**src/rtl/alu_pipe_pkg.sv**
```systemverilog
// Shared definitions for the alu_pipe block: opcodes, shifter states, CLA group size.
package alu_pipe_pkg;

  localparam int GRP = 4;

  localparam logic [2:0] OP_AND = 3'b000;
  localparam logic [2:0] OP_OR  = 3'b001;
  localparam logic [2:0] OP_ADD = 3'b010;
  localparam logic [2:0] OP_SLL = 3'b011;
  localparam logic [2:0] OP_NOR = 3'b100;
  localparam logic [2:0] OP_SRL = 3'b101;
  localparam logic [2:0] OP_SUB = 3'b110;
  localparam logic [2:0] OP_SLT = 3'b111;

  typedef enum logic [1:0] {
    SH_IDLE  = 2'd0,
    SH_SHIFT = 2'd1,
    SH_DONE  = 2'd2
  } sh_state_e;

  function automatic int clog2(input int value);
    int r;
    int v;
    r = 0;
    v = value - 1;
    while (v > 0) begin
      r++;
      v = v >> 1;
    end
    return r;
  endfunction

endpackage

```
**src/rtl/alu_pipe_cla.sv**
```systemverilog
// Combinational two-level carry-lookahead adder built from 4-bit groups.
module alu_pipe_cla
  import alu_pipe_pkg::*;
#(
  parameter int WIDTH = 32
) (
  input  logic [WIDTH-1:0] a,
  input  logic [WIDTH-1:0] b,
  input  logic             cin,
  output logic [WIDTH-1:0] sum,
  output logic [WIDTH-1:0] carry,
  output logic             cout
);

  localparam int NG = WIDTH / GRP;

  if (WIDTH < GRP || (WIDTH % GRP) != 0) begin : g_bad_width
    $error("alu_pipe_cla: WIDTH must be a non-zero multiple of 4");
  end

  logic [WIDTH-1:0] g;
  logic [WIDTH-1:0] p;
  logic [NG-1:0]    grp_g;
  logic [NG-1:0]    grp_p;
  logic [NG:0]      grp_c;

  assign g = a & b;
  assign p = a ^ b;

  // carry[i] is the carry into bit i; group carries are resolved before the bits.
  always_comb begin
    grp_g = '0;
    grp_p = '0;
    grp_c = '0;
    carry = '0;
    for (int k = 0; k < NG; k++) begin
      grp_p[k] = &p[k*GRP +: GRP];
      grp_g[k] = g[k*GRP+3]
               | (p[k*GRP+3] & g[k*GRP+2])
               | (p[k*GRP+3] & p[k*GRP+2] & g[k*GRP+1])
               | (p[k*GRP+3] & p[k*GRP+2] & p[k*GRP+1] & g[k*GRP]);
    end
    grp_c[0] = cin;
    for (int k = 0; k < NG; k++) begin
      grp_c[k+1] = grp_g[k] | (grp_p[k] & grp_c[k]);
    end
    for (int k = 0; k < NG; k++) begin
      carry[k*GRP] = grp_c[k];
      for (int j = 1; j < GRP; j++) begin
        carry[k*GRP+j] = g[k*GRP+j-1] | (p[k*GRP+j-1] & carry[k*GRP+j-1]);
      end
    end
  end

  assign sum  = p ^ carry;
  assign cout = grp_c[NG];

endmodule

```
**src/rtl/alu_pipe.sv**
```systemverilog
// Two-stage valid/ready integer ALU with registered result and flags.
// Define ALU_PIPE_SHIFT_EN to build the iterative 1-bit-per-cycle shifter for SLL/SRL.
module alu_pipe
  import alu_pipe_pkg::*;
#(
  parameter int WIDTH = 32
) (
  input  logic             clk,
  input  logic             rst,
  input  logic             in_valid,
  output logic             in_ready,
  input  logic [WIDTH-1:0] a,
  input  logic [WIDTH-1:0] b,
  input  logic [2:0]       op,
  output logic             out_valid,
  input  logic             out_ready,
  output logic [WIDTH-1:0] result,
  output logic             cout,
  output logic             overflow,
  output logic             zero
);

  localparam int MSB = WIDTH - 1;
  localparam int SW  = clog2(WIDTH);

  logic             s1_valid_q;
  logic [WIDTH-1:0] a_q;
  logic [WIDTH-1:0] b_q;
  logic [2:0]       op_q;
  logic             s2_valid_q;
  logic [WIDTH-1:0] res_q;
  logic             cout_q;
  logic             ovf_q;
  logic             zero_q;

  logic             accept;
  logic             s1_adv;
  logic             sh_ready;
  logic [WIDTH-1:0] shift_res;
  logic             is_sub;
  logic [WIDTH-1:0] b_eff;
  logic [WIDTH-1:0] sum;
  logic [WIDTH-1:0] carry;
  logic             cla_cout;
  logic             ovf_raw;
  logic             unused_carry_lo;
  logic [WIDTH-1:0] res_d;
  logic             cout_d;
  logic             ovf_d;

  assign accept   = in_valid && in_ready;
  assign s1_adv   = s1_valid_q && sh_ready && (!s2_valid_q || out_ready);
  assign in_ready = !rst && (!s1_valid_q || s1_adv);

  assign is_sub = (op_q == OP_SUB) || (op_q == OP_SLT);
  assign b_eff  = is_sub ? ~b_q : b_q;

  alu_pipe_cla #(.WIDTH(WIDTH)) u_cla (
    .a     (a_q),
    .b     (b_eff),
    .cin   (is_sub),
    .sum   (sum),
    .carry (carry),
    .cout  (cla_cout)
  );

  // Carry into the MSB differing from carry out is the same test as the sign-compare form.
  assign ovf_raw         = carry[MSB] ^ cla_cout;
  assign unused_carry_lo = ^carry[MSB-1:0];

`ifdef ALU_PIPE_SHIFT_EN
  sh_state_e        sh_state_q;
  logic [WIDTH-1:0] sh_q;
  logic [SW-1:0]    cnt_q;
  logic             is_shift_in;
  logic [SW-1:0]    shamt_in;

  assign is_shift_in = (op == OP_SLL) || (op == OP_SRL);
  assign shamt_in    = b[SW-1:0];
  assign sh_ready    = (sh_state_q != SH_SHIFT);
  assign shift_res   = sh_q;

  always_ff @(posedge clk) begin
    if (rst) begin
      sh_state_q <= SH_IDLE;
      sh_q       <= '0;
      cnt_q      <= '0;
    end else if (accept) begin
      sh_q       <= a;
      cnt_q      <= shamt_in;
      sh_state_q <= (is_shift_in && shamt_in != '0) ? SH_SHIFT : SH_IDLE;
    end else begin
      case (sh_state_q)
        SH_SHIFT: begin
          sh_q  <= (op_q == OP_SRL) ? (sh_q >> 1) : (sh_q << 1);
          cnt_q <= cnt_q - 1'b1;
          if (cnt_q == SW'(1)) sh_state_q <= SH_DONE;
        end
        SH_DONE: if (s1_adv) sh_state_q <= SH_IDLE;
        default: ;
      endcase
    end
  end
`else
  assign sh_ready  = 1'b1;
  assign shift_res = '0;
`endif

  always_comb begin
    res_d  = '0;
    cout_d = 1'b0;
    ovf_d  = 1'b0;
    case (op_q)
      OP_AND: res_d = a_q & b_q;
      OP_OR:  res_d = a_q | b_q;
      OP_NOR: res_d = ~(a_q | b_q);
      OP_ADD, OP_SUB: begin
        res_d  = sum;
        cout_d = cla_cout;
        ovf_d  = ovf_raw;
      end
      OP_SLT: begin
        res_d  = {{(WIDTH-1){1'b0}}, sum[MSB] ^ ovf_raw};
        cout_d = cla_cout;
      end
      default: res_d = shift_res;
    endcase
  end

  always_ff @(posedge clk) begin
    if (rst) begin
      s1_valid_q <= 1'b0;
      a_q        <= '0;
      b_q        <= '0;
      op_q       <= OP_AND;
    end else if (accept) begin
      s1_valid_q <= 1'b1;
      a_q        <= a;
      b_q        <= b;
      op_q       <= op;
    end else if (s1_adv) begin
      s1_valid_q <= 1'b0;
    end
  end

  always_ff @(posedge clk) begin
    if (rst) begin
      s2_valid_q <= 1'b0;
      res_q      <= '0;
      cout_q     <= 1'b0;
      ovf_q      <= 1'b0;
      zero_q     <= 1'b0;
    end else if (s1_adv) begin
      s2_valid_q <= 1'b1;
      res_q      <= res_d;
      cout_q     <= cout_d;
      ovf_q      <= ovf_d;
      zero_q     <= (res_d == '0);
    end else if (out_ready) begin
      s2_valid_q <= 1'b0;
    end
  end

  assign out_valid = s2_valid_q;
  assign result    = res_q;
  assign cout      = cout_q;
  assign overflow  = ovf_q;
  assign zero      = zero_q;

endmodule

```
**config.mk**
```make
export PLATFORM = sky130hd
export DESIGN_NAME = alu_pipe
export DESIGN_NICKNAME = d
export VERILOG_FILES = /design/src/rtl/alu_pipe_pkg.sv /design/src/rtl/alu_pipe_cla.sv /design/src/rtl/alu_pipe.sv
export SDC_FILE = /design/constraint.sdc
export NUM_CORES = 1
export LEC_CHECK = 0
export ABC_AREA = 1
export BUFFER_PORTS_ARGS = -buffer_cell sky130_fd_sc_hd__buf_2
export CAP_MARGIN = 20
export CORE_MARGIN = 4
export CORE_UTILIZATION = 62
export DETAILED_ROUTE_END_ITERATION = 10
export PLACE_DENSITY = 0.91
export SLEW_MARGIN = 30
export SYNTH_ARGS = -nofsm -noshare
export SYNTH_HDL_FRONTEND = slang
export SYNTH_HIERARCHICAL = 1
export SYNTH_SLANG_ARGS = --single-unit
```
**constraint.sdc**
```tcl
create_clock -name clk -period 6.85 [get_ports clk]
set_clock_uncertainty 0.1 [all_clocks]
set_input_delay 0.685 -clock clk [delete_from_list [all_inputs] [get_ports clk]]
set_output_delay 0.685 -clock clk [all_outputs]
set_load 0.02 [all_outputs]
```
==> results of run 1 <==
[routing by layer]
metal	vias to the layer above	share of wire [%]
li1	3322	-
met1	3128	41
met2	336	47
met3	65	8.0
met4	0	4.3
met5	-	0
[state kept, by name, summed over array words and instances (netlist names)]
signal / flops
b_q: 32
cout: 1
overflow: 1
out_valid: 1
a_q: 32
op_q: 3
result: 32
zero: 1
s1_valid_q: 1
[critical path, delay by kind of cell (launching register included)]
kind | cells | cell delay [ns]
AND/OR/NAND/NOR | 21 | 1.96
adder cells (fa/ha/maj) | 4 | 1.57
flip-flops | 1 | 0.53
buffers and inverters | 1 | 0.08
AO/OA/AOI/OAI | 2 | 0.32
XOR/XNOR | 2 | 0.46
[layout make-up]
| cell class | count | share of cell area (%) |
|---|---|---|
| clock buffer | 13 | 2.08 |
| multi-input combinational | 700 | 54.0 |
| clock inverter | 2 | 0.196 |
| inverter | 129 | 6.33 |
| sequential | 104 | 27.2 |
| timing repair buffer | 113 | 7.85 |
| tap | 140 | 2.29 |
[power by group through the flow]
stage / registers, W / clock network (W) / logic [W]
after global routing: 0.000695 / 0.000382 / 0.000474
final: 0.000690 / 0.000359 / 0.000423
after global placement: 0.000700 / 0 / 0.000396
after detailed placement: 0.000701 / 0 / 0.000413
after CTS: 0.000688 / 0.000363 / 0.000416
after floorplan: 0.000711 / 0 / 0.000289
[worst min path at each step]
stage	startpoint	end	slack, ns	depth (start not counted)
floorplan	s1_valid_q	out_valid	0.35	2
global placement	s1_valid_q	out_valid	0.36	2
detailed placement	s1_valid_q	out_valid	0.37	2
CTS	s1_valid_q	out_valid	0.38	2
global route	a[1]	a_q[1]	0.40	3
finish	s1_valid_q	out_valid	0.38	2
[through the flow]
stage          total power (W)  worst slack (ns)
4_1_cts                0.00147              1.55
5_1_grt                0.00155              1.42
3_3_place_gp           0.00110              1.79
3_5_place_dp           0.00111              1.60
6_report               0.00147              1.75
2_1_floorplan         0.000999              2.15
==> summary.txt, run 1 <==
Floorplan
  • Ports: around 110
  • Die area: around 13000 um2
  • Rows: 38
  • Core area: 10900 um2
  • Vert. Die Dim: between 100 and 150 um
  • Die X: between 100 and 150 um
  • Initial core utilization: 63.7%

Worst setup path
  • Critical path endpoint: zero
  • Critical path's slowest cell: dfxtp_1
  • Crit Reg-Reg Startpoint: op_q[1]
  • WS Path Type: reg -> reg
  • CP Capture Type: flip-flop
  • CP max FO: 33
  • Critical Path RT: 7.07 ns
  • R2r setup slk: around 1.7 ns
  • Type of origin of the critical path: flip-flop
  • Crit path top cell by count: nand2_2
  • Crit path largest cell delay: about 0.53 ns
  • Crit path launch: op_q[1]
  • R2R Path End: zero
  • Worst EP arrival: about 5.3 ns
  • Reg2Reg Depth: 30

STA
  • Max Slew Vio Count: 0
  • Final setup viols: 0
  • Worst Max-Slew Pin Slew: approximately 0.93 ns
  • Fin crit share: 74.5%
  • Unrepaired setup endpoints after global routing: false
  • Min Hold Slack: 0.382 ns
  • TNS Setup: 0 ns
  • Max Fclk: a little under 0.2 GHz
  • Hold Violations, Final: 0
  • Slew HR: around two fifths
  • Post-layout min period: around 5.1 ns

Layout
  • Antenna Cells: 0
  • Final Core Density: a little over two thirds
  • Cell Count, Final, Fillers Out: between 1000 and 1500
  • Most common cell after layout, fill and taps aside: nand2_1
  • Layout net count: between 1000 and 1500
  • Fillers: roughly 900
  • Share of cells above drive strength 1: around 15%
  • Area growth syn-to-layout: 10.2%
  • Highest-count cells in the layout ignoring fill and taps: 245 x nand2_1, 128 x inv_1, 107 x buf_2, 104 x dfxtp_1, 81 x nor2_1
  • Sequential cell area: around 2100 um2
  • Multi-input gate area: ~4100 um2
  • Design Area, Final: 7650 um2

Place
  • Hpwl dp: around 13000 um
  • Area post-placement: roughly 7500 um2
  • IO Port Bufs: around 110
  • Placed insts: around 1200
  • Global placement routability congestion: just over 0.9

CTS
  • CTS sink count: 104
  • Post-CTS setup buffers: 0
  • Clock Latency Late Sink: 0.38 ns
  • H-tree depth: 3
  • Num CTS Buffers: 9
  • # hold bufs at CTS: 0
  • Root buffer cell: clkbuf_8
  • Post-CTS Resized: 0
  • Clock Path Buffers: 2
  • Clk slew on worst S/H paths: ~0.090 ns
  • CTS tree: yes

Yosys
  • Mapped Cells: just under 1000
  • Syn Nets: between 1000 and 1500
  • Synth Area per Inst: slightly above 7 um2
  • Post-Syn Area: between 6000 and 7000 um2
  • Ys Warns: 6

Global routing
  • First-pass GRT wire length: 29800 um
  • Initial antenna violation count: 0
  • GRT met3 Usage: 4.24%
  • All-Layer GR Usage: around 28%
  • Most used routing layer: met2
  • Met2 Use GR: between 40% and 50%
  • GR Overflow Total: 0
  • Pin count of the biggest net entering global routing: 100
  • GR Util met1: between 30% and 40%
  • Vias in the first global route: 6410

Drt
  • Drt via density: 5.70
  • Drt drc: 0
  • Number of DRC markers in iteration 0: around 660
  • WL final: about 18000 um
  • Drt pass-1 iters: 6
  • Routed Antenna Nets: 0
  • Post-DR wirelength/cell: ~15 um
  • Via count: just under 7000

Status
  • Status: finished, final reports clean

Power and ir drop
  • Leak Pwr: around 3.8 nW
  • Net Switching: 0.000526 W
  • Peak VDD IR: 0.115 mV
  • Clock share of power: 24.4%
  • Comb pwr share: roughly 29%
  • Switching share of total power: 35.8%
  • Sequential power share: approximately 47%
  • Cell Int Power: roughly 0.00095 W
  • PwrDens: 193 nW/um2

Hold path
  • Worst hold path class: reg -> reg

Flow run
  • Max_cap viols: 0
Power figures use the tool's default switching activity.
==> run 2: changes to the inputs <==
--- a/config.mk
+++ b/config.mk
@@ -9,9 +9,9 @@
 export BUFFER_PORTS_ARGS = -buffer_cell sky130_fd_sc_hd__buf_2
 export CAP_MARGIN = 20
 export CORE_MARGIN = 4
-export CORE_UTILIZATION = 62
+export CORE_UTILIZATION = 58
 export DETAILED_ROUTE_END_ITERATION = 10
-export PLACE_DENSITY = 0.91
+export PLACE_DENSITY = 0.86
 export SLEW_MARGIN = 30
 export SYNTH_ARGS = -nofsm -noshare
 export SYNTH_HDL_FRONTEND = slang
==> constraint.sdc (replaced) <==
create_clock -name clk -period 4.9 [get_ports clk]
set_clock_uncertainty 0.1 [all_clocks]
set_input_delay 0.49 -clock clk [delete_from_list [all_inputs] [get_ports clk]]
set_output_delay 0.49 -clock clk [all_outputs]
set_load 0.02 [all_outputs]
==> run 2 against run 1 <==
  * Routed wire length rose by 0.32%
  * Critical path depth rose by 1
  * Clock-buffer cell count fell by 3
  * Clock power rose by 130%
  * Worst hold slack got worse by 0.15 ns
  * Final cell count rose by 1.0%
  * Worst setup slack got worse by 1.5 ns
  * Final area rose by 3.7%
==> summary.txt, run 2 (synthesis gave the netlist of run 1 again) <==
STA
  • Final setup viols: 0 (unchanged)
  • TNS Setup: 0 ns (unchanged)
  • Slew HR: 34.3% (was 38.2%)
  • Unrepaired setup endpoints after global routing: false (unchanged)
  • Fin crit share: 94.6% (was 74.5%)
  • Max Fclk: 0.216 GHz (was 0.196 GHz)
  • Hold Violations, Final: 0 (unchanged)
  • Post-layout min period: 4.64 ns (was 5.10 ns)
  • Max Slew Vio Count: 0 (unchanged)
  • Worst Max-Slew Pin Slew: 0.984 ns (was 0.926 ns)

Layout
  • Antenna Cells: 0 (unchanged)
  • Share of cells above drive strength 1: 15.8% (was 14.7%)
  • Fillers: 943 (was 899)
  • Highest-count cells in the layout ignoring fill and taps: 246 x nand2_1, 128 x inv_1, 107 x buf_2, 103 x dfxtp_1, 81 x nor2_1 (was 245 x nand2_1, 128 x inv_1, 107 x buf_2, 104 x dfxtp_1, 81 x nor2_1)
  • Area growth syn-to-layout: 14.3% (was 10.2%)
  • Most common cell after layout, fill and taps aside: nand2_1 (unchanged)
  • Cell Count, Final, Fillers Out: 1213 (was 1201)
  • Layout net count: 1192 (was 1184)

Drt
  • Drt drc: 0 (unchanged)
  • Post-DR wirelength/cell: 15.0 um (was 15.1 um)
  • Drt pass-1 iters: 5 (was 6)
  • Via count: 6726 (was 6851)
  • WL final: 18200 um (about the same)
  • Number of DRC markers in iteration 0: 600 (was 663)
  • Drt via density: 5.54 (was 5.70)
  • Routed Antenna Nets: 0 (unchanged)

Power and ir drop
  • Cell Int Power: 0.00162 W (was 0.000946 W)
  • PwrDens: 301 nW/um2 (was 193 nW/um2)
  • Comb pwr share: 25.2% (was 28.8%)
  • Switching share of total power: 32.2% (was 35.8%)
  • Leak Pwr: 3.93 nW (was 3.80 nW)
  • Peak VDD IR: 0.172 mV (was 0.115 mV)
  • Clock share of power: 34.5% (was 24.4%)
  • Net Switching: 0.000771 W (was 0.000526 W)
  • Sequential power share: 40.3% (was 46.8%)

CTS
  • Clk slew on worst S/H paths: 0.07 ns (was 0.09 ns)
  • CTS tree: yes (unchanged)
  • CTS sink count: 104 (unchanged)
  • Root buffer cell: clkbuf_16 (was clkbuf_8)
  • Clock Path Buffers: 2 (unchanged)
  • Clock Latency Late Sink: 0.36 ns (was 0.38 ns)
  • H-tree depth: 3 (unchanged)
  • Num CTS Buffers: 9 (unchanged)
  • # hold bufs at CTS: 0 (unchanged)

Global routing
  • GR Overflow Total: 0 (unchanged)
  • Vias in the first global route: 6344 (was 6410)
  • Initial antenna violation count: 0 (unchanged)
  • All-Layer GR Usage: 26.3% (was 28.2%)
  • First-pass GRT wire length: 30100 um (was 29800 um)
  • Pin count of the biggest net entering global routing: 67 (was 100)

Place
  • IO Port Bufs: 107 (unchanged)
  • Placed insts: 1194 (was 1186)
  • Global placement routability congestion: 0.876 (was 0.921)
  • Hpwl dp: 12600 um (was 12500 um)

Worst setup path
  • Worst EP arrival: 4.83 ns (was 5.32 ns)
  • Crit path largest cell delay: 0.40 ns (was 0.53 ns)
  • Critical path's slowest cell: fa_1 (was dfxtp_1)
  • Type of origin of the critical path: flip-flop (unchanged)
  • Crit path top cell by count: nand2_2 (unchanged)
  • WS Path Type: reg -> reg (unchanged)
  • CP max FO: 5 (was 33)
  • Critical Path RT: 5.09 ns (was 7.07 ns)
  • CP Capture Type: flip-flop (unchanged)

Flow run
  • Max_cap viols: 0 (unchanged)

Floorplan
  • Vert. Die Dim: 117 um (was 114 um)
  • Core area: 11600 um2 (was 10900 um2)
  • Initial core utilization: 60.0% (was 63.7%)
  • Rows: 39 (was 38)
  • Die X: 117 um (was 114 um)
  • Die area: 13800 um2 (was 13000 um2)
  • Ports: 108 (unchanged)

Status
  • Status: finished, final reports clean (unchanged)

Hold path
  • Worst hold path class: in -> reg (was reg -> reg)
run 2: changes by cell type in the layout (fill, tap and decap cells not counted), sizes merged:
cell	delta
buf	+7
bufinv	+3
clkbuf	-2
clkinv	+2
clkinvlp	-1
run 2: through the flow:
stage	hold slack [ns]	cell area (um2)	total power [W]	setup slack, ns	util, %
after detailed placement	0.363	7530	0.00156	0.182	65.1
after CTS	0.221	7860	0.00238	0.148	68.0
after global placement	0.362	7500	0.00154	0.399	64.8
after global routing	0.226	7930	0.00251	0.0267	68.6
final	0.228	7930	0.00239	0.263	68.6
after floorplan	0.351	6940	0.00140	0.196	-
run 2: critical path: cells and delay by family, from the launching register on:
kind | cells | cell delay, ns
and+or+nand+nor | 21 | 1.67
xor gates and xnor gates | 2 | 0.32
DFF | 1 | 0.39
adders and majority gates | 4 | 1.53
buffers and inverters | 2 | 0.27
AOI/OAI and AO/OA | 2 | 0.29
run 2: worst paths after layout:
check	startpoint	endpoint	slack (ns)	cells after the start
setup / recovery	op_q[1]	zero	0.26	31
hold / removal	a[13]	a_q[13]	0.23	3
setup reg to reg	op_q[1]	zero	0.26	31
hold reg to reg	overflow	overflow	0.37	2
run 2: layer usage:
| layer | global-route usage (%) | vias up | wire length (um) |
|---|---|---|---|
| met2 | 44.0 | 261 | 8580 |
| met4 | 10.6 | 0 | 660 |
| met5 | 0 | - | 0 |
| met3 | 6.02 | 56 | 1260 |
| met1 | 32.8 | 3073 | 7730 |
| li1 | - | 3336 | - |
run 2: power by group through the flow:
| stage | Combinational [W] | Clock, W | Sequential, W |
|---|---|---|---|
| after floorplan | 0.000404 | 0 | 0.000994 |
| after global placement | 0.000562 | 0 | 0.000978 |
| after detailed placement | 0.000584 | 0 | 0.000980 |
| after CTS | 0.000589 | 0.000830 | 0.000962 |
| after global routing | 0.000672 | 0.000867 | 0.000971 |
| final | 0.000603 | 0.000824 | 0.000963 |
run 2: repair_timing:
action                                  CTS  global route
gates resized for setup                   0             8
setup buffers                             0             1
endpoints found under the setup margin    0             1
run 2: area by class of cell:
| type | instances | area [um2] | share of cell area (%) |
|---|---|---|---|
| multi-input cells | 700 | 4130 | 52.1 |
| clock inverters | 6 | 108 | 1.36 |
| well taps | 143 | 179 | 2.26 |
| flip-flops and latches | 104 | 2090 | 26.3 |
| repair buffers | 121 | 713 | 8.99 |
| clock buffers | 10 | 229 | 2.89 |
| inverters | 129 | 484 | 6.11 |
